### src/rtl/pc_unit.sv
// ---------------------------------------------------------------------------
// pc_unit
//   Program-counter stage of the RISC core. Registers the next address chosen
//   by the upstream next-PC mux, drives the instruction-memory address, and
//   hands pc+1 back to that mux. It also owns a small return-address stack
//   (RAS) for call/ret, and a BOOT/RUN/HALT sequencer that gates fetch.
//
// Ports
//   clk            in   1       system clock, rising edge
//   rst            in   1       asynchronous active-high reset
//   i_next_pc      in   ADDR_W  next address from the next-PC mux
//   i_stall        in   1       hold PC; ignore call/ret/halt this cycle
//   i_call         in   1       push pc+1 onto the RAS (PC still takes next_pc)
//   i_ret          in   1       redirect PC to the RAS top and pop
//   i_halt         in   1       enter HALT; fetch stops
//   o_pc           out  ADDR_W  current instruction address (registered)
//   o_pc_plus1     out  ADDR_W  pc+1 modulo 2^ADDR_W (combinational)
//   o_fetch_valid  out  1       pc addresses a live instruction (RUN only)
//   o_halted       out  1       high while in HALT
//   o_ras_err      out  1       sticky RAS overflow/underflow flag
// ---------------------------------------------------------------------------
module pc_unit #(
  parameter int          ADDR_W    = 10,
  parameter int          RAS_DEPTH = 4,
  parameter int unsigned RESET_PC  = 0
) (
  input  logic              clk,
  input  logic              rst,
  input  logic [ADDR_W-1:0] i_next_pc,
  input  logic              i_stall,
  input  logic              i_call,
  input  logic              i_ret,
  input  logic              i_halt,
  output logic [ADDR_W-1:0] o_pc,
  output logic [ADDR_W-1:0] o_pc_plus1,
  output logic              o_fetch_valid,
  output logic              o_halted,
  output logic              o_ras_err
);

  localparam int PTR_W = $clog2(RAS_DEPTH);
  // One extra bit so the count can represent a completely full stack.
  localparam int CNT_W = PTR_W + 1;

  localparam logic [CNT_W-1:0]  CNT_ONE  = CNT_W'(1);
  localparam logic [CNT_W-1:0]  CNT_FULL = CNT_W'(RAS_DEPTH);
  localparam logic [ADDR_W-1:0] PC_ONE   = ADDR_W'(1);
  localparam logic [ADDR_W-1:0] PC_RST   = ADDR_W'(RESET_PC);

  typedef enum logic [1:0] {
    ST_BOOT = 2'd0,
    ST_RUN  = 2'd1,
    ST_HALT = 2'd2
  } state_t;

  state_t r_state;
  state_t w_state_nxt;

  logic [ADDR_W-1:0] r_pc;
  logic [CNT_W-1:0]  r_count;
  logic              r_err;
  logic [ADDR_W-1:0] r_ras [RAS_DEPTH];

  logic              w_take;
  logic              w_call;
  logic              w_ret;
  logic              w_empty;
  logic              w_full;
  logic [PTR_W-1:0]  w_top_idx;
  logic [ADDR_W-1:0] w_pc_plus1;
  logic [ADDR_W-1:0] w_pc_nxt;
  logic [CNT_W-1:0]  w_cnt_nxt;
  logic              w_err_set;
  logic              w_push;
  logic [PTR_W-1:0]  w_push_idx;

  // Wraps naturally at 2^ADDR_W.
  assign w_pc_plus1 = r_pc + PC_ONE;

  // A cycle only does work in RUN, unstalled, and not halting; halt wins over
  // call/ret so the PC freezes on the halting instruction.
  assign w_take  = (r_state == ST_RUN) && !i_stall && !i_halt;
  assign w_call  = w_take && i_call;
  assign w_ret   = w_take && i_ret;
  assign w_empty = (r_count == '0);
  assign w_full  = (r_count == CNT_FULL);
  // Only meaningful when the stack is non-empty.
  assign w_top_idx = PTR_W'(r_count - CNT_ONE);

  // Sequencer: state register
  always_ff @(posedge clk or posedge rst) begin
    if (rst) begin
      r_state <= ST_BOOT;
    end else begin
      r_state <= w_state_nxt;
    end
  end

  // Sequencer: next state. BOOT is a single bubble cycle; HALT only exits
  // through reset.
  always_comb begin
    w_state_nxt = r_state;
    case (r_state)
      ST_BOOT: w_state_nxt = ST_RUN;
      ST_RUN:  if (i_halt && !i_stall) w_state_nxt = ST_HALT;
      ST_HALT: w_state_nxt = ST_HALT;
      default: w_state_nxt = ST_BOOT;
    endcase
  end

  // Next PC and stack bookkeeping.
  always_comb begin
    w_pc_nxt   = r_pc;
    w_cnt_nxt  = r_count;
    w_err_set  = 1'b0;
    w_push     = 1'b0;
    w_push_idx = w_top_idx;
    if (w_take) begin
      w_pc_nxt = i_next_pc;
      if (w_ret) begin
        if (w_empty) begin
          // Underflow: fall through to next_pc. A simultaneous call still
          // lands in slot 0.
          w_err_set = 1'b1;
          if (w_call) begin
            w_push     = 1'b1;
            w_push_idx = '0;
            w_cnt_nxt  = CNT_ONE;
          end
        end else begin
          w_pc_nxt = r_ras[w_top_idx];
          if (w_call) begin
            // Pop and push cancel: overwrite the top in place, so this can
            // never overflow even on a full stack.
            w_push     = 1'b1;
            w_push_idx = w_top_idx;
          end else begin
            w_cnt_nxt = r_count - CNT_ONE;
          end
        end
      end else if (w_call) begin
        if (w_full) begin
          w_err_set = 1'b1;
        end else begin
          w_push     = 1'b1;
          w_push_idx = PTR_W'(r_count);
          w_cnt_nxt  = r_count + CNT_ONE;
        end
      end
    end
  end

  // Control state: PC, stack depth, sticky error.
  always_ff @(posedge clk or posedge rst) begin
    if (rst) begin
      r_pc    <= PC_RST;
      r_count <= '0;
      r_err   <= 1'b0;
    end else begin
      r_pc    <= w_pc_nxt;
      r_count <= w_cnt_nxt;
      if (w_err_set) r_err <= 1'b1;
    end
  end

  // Stack storage carries no reset; the depth count defines what is valid.
  always_ff @(posedge clk) begin
    if (w_push) r_ras[w_push_idx] <= w_pc_plus1;
  end

  assign o_pc          = r_pc;
  assign o_pc_plus1    = w_pc_plus1;
  assign o_fetch_valid = (r_state == ST_RUN);
  assign o_halted      = (r_state == ST_HALT);
  assign o_ras_err     = r_err;

endmodule

### config.mk
export PLATFORM = sky130hd
export DESIGN_NAME = pc_unit
export DESIGN_NICKNAME = d
export VERILOG_FILES = /design/src/rtl/pc_unit.sv
export SDC_FILE = /design/constraint.sdc
export NUM_CORES = 1
export LEC_CHECK = 0
export BUFFER_PORTS_ARGS = -buffer_cell sky130_fd_sc_hd__buf_4
export CORE_ASPECT_RATIO = 0.8
export CORE_MARGIN = 2
export CORE_UTILIZATION = 60
export CTS_CLUSTER_SIZE = 30
export DETAILED_ROUTE_END_ITERATION = 10
export GPL_ROUTABILITY_DRIVEN = 0
export PLACE_DENSITY_LB_ADDON = 0.3
export REMOVE_ABC_BUFFERS = 1
export SETUP_SLACK_MARGIN = 0.1
export SLEW_MARGIN = 0
export SYNTH_ARGS = -nofsm -noshare
export SYNTH_HDL_FRONTEND = slang
export SYNTH_SLANG_ARGS = --single-unit
### constraint.sdc
create_clock -name clk -period 6.8 [get_ports clk]
set_input_delay 0.34 -clock clk [delete_from_list [all_inputs] [get_ports clk]]
set_output_delay 0.34 -clock clk [all_outputs]
set_load 0.02 [all_outputs]
==> results.sh, run 1 <==
export IMPL_status="completed"
export IMPL_num_rows=21
export IMPL_min_period_ns=3.304
export IMPL_regArea_sq_um=1602
export IMPL_cts_root_buf="clkbuf_8"
export IMPL_rsz0062_at_grt="false"
export IMPL_fmax_mhz=302.7
export IMPL_finalHoldViolations=0
export IMPL_worstSetupPathType="reg -> reg"
export IMPL_cts_htree_levels=2
export IMPL_start_kind="register"
export IMPL_power_density_nw_per_um2=470.5
export IMPL_skew_ns=0.006498
export IMPL_ctsHoldBuffers=0
export IMPL_reg2reg_from="r_count[0]"
export IMPL_final_nets=244
export IMPL_crit_required_ns=6.74
export IMPL_reg2reg_to="r_ras[0][4]"
export IMPL_synth_area_leaders="edfxtp_1 47%, dfrtp_1 16%, mux4_2 8.7%"
export IMPL_wire_per_inst_um=20.59
export IMPL_cts_sinks=56
export IMPL_drv_cap=0
export IMPL_port_buffers=38
export IMPL_first_global_vias=1685
export IMPL_grt_max_degree=18
export IMPL_first_iter_violations=259
export IMPL_track_usage_pct=25.65
export IMPL_ant_nets=0
export IMPL_core_area_sq_um=4151
export IMPL_die_width_um=77.30
export IMPL_multi_input_area_sq_um=900.9
export IMPL_ff2ff_path_depth=6
export IMPL_clock_latency_ns=0.31
export IMPL_fp_dieH_um=62.64
export IMPL_cts_buffers_inserted=5
export IMPL_power_total_mw=1.412
export IMPL_syn_cell_area_sq_um=2579
export IMPL_totalWireLength_um=5746
export IMPL_diodes=0
export IMPL_slew_viol_final=0
export IMPL_antenna_found_initial=0
export IMPL_firstDrtPassIters=4
export IMPL_max_slew_margin_pct=37.43
export IMPL_ys_warn_count=0
export IMPL_setup_viol=0
export IMPL_start_util_pct=62.12
export IMPL_reg2reg_slack_ns=3.50
export IMPL_crit_fanout=16
export IMPL_via_per_inst=6.244
export IMPL_postCtsSetupRepairBufs=0
export IMPL_n_fill_cell=286
export IMPL_path_clk_slew_ns=0.10
export IMPL_hold_path_class="in -> async"
export IMPL_peakVddDrop_mv=0.3699
export IMPL_synth_area_leader_cell="edfxtp_1"
export IMPL_die_area_sq_um=4841
export IMPL_hpwl_um=3991
export IMPL_utilization_pct=72.27
export IMPL_yosysSeqAreaShare_pct=62.11
export IMPL_p_leak_nw=1.149
export IMPL_syn_instance_count=184
export IMPL_worst_slew_pin_slew_ns=0.9351
export IMPL_route_detailed_drc=0
export IMPL_io_pins=39
export IMPL_avgSynthCellArea_sq_um=14.01
export IMPL_end_kind="register"
export IMPL_cts_tree="done"
export IMPL_synth_seq_cells=56
export IMPL_synth_cell_types=37
export IMPL_synthToLayoutAreaGrowth_pct=16.35
export IMPL_fin_setup_tns_ns=0
export IMPL_cts_repair_resized=0
export IMPL_clockBufferDepth=2
export IMPL_grt_ovfl_total=0
export IMPL_post_route_period_util_pct=48.59
export IMPL_grt_pass1_wl_um=9211
export IMPL_cp_arrival_ns=3.24
export IMPL_drive_gt1_share_pct=26.58
export IMPL_yosysTopAreaCellShare_pct=46.58
export IMPL_vias=1742
[final cells by class]
type / instances / area share [%]
sequential: 56 / 53.38
multi-input combinational: 112 / 30.02
timing repair buffer: 38 / 9.508
clock buffer: 6 / 2.419
tap: 57 / 2.377
clock inverter: 2 / 1.293
inverter: 8 / 1.001
[how the worst max path moves through the flow]
stage / from / endpoint / slack [ns] / cells past startpoint
floorplan: r_count[0] / r_ras[2][0] / 4.14 / 6
global placement: r_count[0] / r_ras[0][1] / 3.75 / 6
detailed placement: r_count[0] / r_ras[0][6] / 3.51 / 6
CTS: r_count[0] / r_ras[0][0] / 3.45 / 6
global route: r_count[0] / r_ras[0][2] / 3.08 / 6
finish: r_count[0] / r_ras[0][4] / 3.50 / 6
[metal layers]
layer	routed length (um)	track usage [%]	up-vias	share of wire (%)
met4	38	6.696	0	0.66
met3	474	5.780	6	8.2
met2	2773	39.24	127	48
li1	-	-	767	-
met1	2459	37.85	842	43
met5	0	0	-	0
[logic make-up after synthesis]
family / Yosys count / share of synthesized area (%)
multiplexers: 13 / 9.947
AND/OR/NAND/NOR: 54 / 11.11
XOR/XNOR: 8 / 2.717
adder cells (fa/ha/maj): 7 / 3.396
flip-flops: 56 / 62.11
AO/OA/AOI/OAI: 30 / 7.763
buffers and inverters: 16 / 2.960
[synthesized netlist by cell type]
| library cell | number |
|---|---|
| a211o_1 | 1 |
| a21o_1 | 1 |
| a21oi_1 | 9 |
| a221o_1 | 5 |
| a22oi_1 | 1 |
| a31o_2 | 1 |
| a31oi_1 | 2 |
| and2_1 | 5 |
| and3_1 | 4 |
| and4_1 | 1 |
| buf_2 | 4 |
| buf_4 | 1 |
| buf_6 | 1 |
| clkbuf_1 | 2 |
| dfrtp_1 | 16 |
| edfxtp_1 | 40 |
| ha_1 | 7 |
| inv_1 | 8 |
| mux2_2 | 1 |
| mux2i_1 | 2 |
| mux4_2 | 10 |
| nand2_1 | 14 |
| nand2b_1 | 1 |
| nand2b_4 | 1 |
| nand3_1 | 6 |
| nand3b_1 | 1 |
| nand4_1 | 3 |
| nand4b_1 | 1 |
| nor2_1 | 13 |
| nor2b_1 | 1 |
| nor3_1 | 2 |
| nor3b_4 | 1 |
| o21a_1 | 2 |
| o21ai_0 | 7 |
| o32a_1 | 1 |
| xnor2_1 | 7 |
| xor2_1 | 1 |
[per-stage QoR]
step                      std cells  hold WS, ns  cell area, sq um  setup WS (ns)
final                           279       0.1364              3000          3.496
after global routing            279       0.1810              3000          3.084
after CTS                       279       0.1540              3000          3.450
after detailed placement        271       0.4601              2889          3.508
after global placement          271       0.4730              2889          3.752
after floorplan                 176       0.2537              2532          4.137
[worst max-delay path, stage by stage, from the launching register on]
cell,delay [ns]
dfrtp_1,0.89
inv_1,0.25
ha_1,0.41
mux2i_1,0.34
nor2_1,0.09
a211o_1,0.28
nor2_1,0.67
[power by group]
group	internal [mW]	leakage, nW	switching, mW
sequential	0.473	0.553	0.0893
clock	0.111	0.0558	0.109
combinational	0.277	0.540	0.352
total	0.861	1.15	0.551
[registers in the layout, indices dropped and copies added, names as in the netlist]
register,count
o_ras_err,1
o_pc,10
r_count,3
r_ras,40
r_state,2
[layout by cell type, fill, tap and decap left out, types with 2 or more instances in the layout]
cell and count:
o21a_1 2, and3_1 4, edfxtp_1 40, clkbuf_8 5, mux4_2 10, mux2i_1 2, o21ai_0 7, a221o_1 5
xnor2_1 7, nor3_1 2, nor2_1 13, buf_4 38, a21oi_1 9, nand2_1 14, dfrtp_1 16, and2_1 5
a31oi_1 2, ha_1 7, nand4_1 3, nand3_1 6, inv_1 8
Power figures use the tool's default switching activity.
==> run 2: changes to the inputs <==
- CORE_UTILIZATION: 60 -> 56
- clock period: 6.8 -> 3.4 ns (I/O delays scaled with it)
==> run 2 against run 1 <==
- power rose by 93%
- largest cell class unchanged
- design area increased by 0.17%
- clock-buffer cell count rose by 1
- combinational power rose by 100%
- flip-flop and latch count unchanged
- final cell count rose by 2.5%
- sequential power is 94% higher
- global-route usage decreased by 2.5 points
- register-to-register slack got worse by 2.7 ns
- worst hold slack worse by 0.042 ns
- critical path depth did not move
- non-clock buffer count increased by 4
==> results.sh, run 2 (same netlist as run 1, synthesis figures left out) <==
export IMPL_reg2reg_slack_ns=0.76
export IMPL_worstSetupPathType="reg -> reg"
export IMPL_slew_viol_final=0
export IMPL_vias=1684
export IMPL_firstDrtPassIters=4
export IMPL_die_area_sq_um=5167
export IMPL_path_clk_slew_ns=0.09
export IMPL_antenna_found_initial=0
export IMPL_clock_latency_ns=0.31
export IMPL_crit_fanout=10
export IMPL_p_leak_nw=1.152
export IMPL_finalHoldViolations=0
export IMPL_hold_path_class="in -> reg"
export IMPL_grtUsageMet1_pct=33.24
export IMPL_worst_slew_pin_slew_ns=0.9080
export IMPL_reg2reg_from="r_count[0]"
export IMPL_cts_tree="done"
export IMPL_wire_per_inst_um=18.70
export IMPL_first_global_vias=1673
export IMPL_cts_htree_levels=2
export IMPL_route_detailed_drc=0
export IMPL_setup_ws_ns=0.7644
export IMPL_io_pins=39
export IMPL_drive_gt1_share_pct=26.55
export IMPL_hpwl_um=3845
export IMPL_setup_viol=0
export IMPL_end_kind="register"
export IMPL_status="completed"
export IMPL_finalNonFillerCells=286
export IMPL_totalWireLength_um=5349
export IMPL_fmax_mhz=379.4
export IMPL_via_per_inst=5.888
export IMPL_largest_register="r_ras"
export IMPL_clockBufferDepth=2
export IMPL_synthToLayoutAreaGrowth_pct=16.55
export IMPL_ant_nets=0
export IMPL_start_util_pct=57.12
export IMPL_power_density_nw_per_um2=905.0
export IMPL_num_rows=22
export IMPL_skew_ns=0.008783
export IMPL_port_buffers=38
export IMPL_fin_setup_tns_ns=0
export IMPL_max_slew_margin_pct=39.24
export IMPL_cts_sinks=56
export IMPL_final_cell_mix="41 x buf_4, 40 x edfxtp_1, 16 x dfrtp_1"
export IMPL_grt_pass1_wl_um=8680
export IMPL_grt_max_degree=17
export IMPL_min_period_ns=2.636
export IMPL_grtUsageMet2_pct=35.19
export IMPL_fp_dieH_um=64.70
export IMPL_diodes=0
export IMPL_n_fill_cell=332
export IMPL_final_nets=248
export IMPL_grt_most_used_layer="met2"
export IMPL_start_kind="register"
export IMPL_track_usage_pct=23.16
export IMPL_drv_cap=0
export IMPL_peakVddDrop_mv=0.4293
export IMPL_final_common_cell="buf_4"
export IMPL_holdWs_ns=0.09492
export IMPL_use_met3_pct=5.292
export IMPL_crit_required_ns=3.33
export IMPL_pre_cts_ws_ns=0.7661
export IMPL_power_total_mw=2.720
export IMPL_cp_arrival_ns=2.57
export IMPL_largest_reg_flops=40
export IMPL_core_area_sq_um=4514
export IMPL_cp_startpoint="r_count[0]"
export IMPL_post_route_period_util_pct=77.52
export IMPL_first_iter_violations=247
export IMPL_rsz0062_at_grt="false"
export IMPL_die_width_um=79.87
export IMPL_cts_buffers_inserted=5
export IMPL_worstHoldStart="i_next_pc[6]"
export IMPL_dp_cells=277
export IMPL_postCtsSetupRepairBufs=0
export IMPL_grt_ovfl_total=0
export IMPL_cts_root_buf="clkbuf_8"
-- run 2: final timing paths --
path | to | cells past startpoint
min in group asynchronous | o_ras_err | 3
min | o_pc[6] | 2
min reg2reg | o_ras_err | 1
max | r_ras[0][4] | 6
max reg2reg | r_ras[0][4] | 6
max in group asynchronous | o_pc[0] | 3
-- run 2: layer usage --
metal / vias to the layer above / routed length (um)
met5: - / 0
met4: 0 / 96
met3: 12 / 467
met2: 75 / 2452
met1: 825 / 2333
li1: 772 / -
-- run 2: area by class of cell --
type	count	area, sq um	area share, %
Multi-Input combinational cell	112	900.9	29.98
Inverter	8	30.03	0.9992
Timing Repair Buffer	42	317.8	10.57
Clock inverter	1	3.754	0.1249
Tap cell	60	75.07	2.498
Clock buffer	7	76.32	2.540
Sequential cell	56	1602	53.29
-- run 2: report_power, final --
group | leakage [nW] | switching, mW | internal (mW) | total, mW
Combinational | 0.560 | 0.720 | 0.561 | 1.28
Clock | 0.0399 | 0.205 | 0.144 | 0.349
Sequential | 0.553 | 0.143 | 0.946 | 1.09
-- run 2: stage by stage --
stage          util (%)  area, sq um
6_report          66.57         3005
2_1_floorplan         -         2532
4_1_cts           66.57         3005
3_5_place_dp      64.58         2915
5_1_grt           66.57         3005
3_3_place_gp      64.58         2915
-- run 2: worst max-delay path, cell delays in order, from the launching register on --
cell and delay [ns]:
dfrtp_1 0.38, inv_1 0.11, ha_1 0.37, mux2i_1 0.38, nor2_1 0.08, a211o_1 0.24, nor2_1 0.69
-- run 2: timing repair --
item | CTS | global route
endpoints found under the hold margin | 16 | 0
hold buffers | 1 | 0
resized for setup | 0 | 0
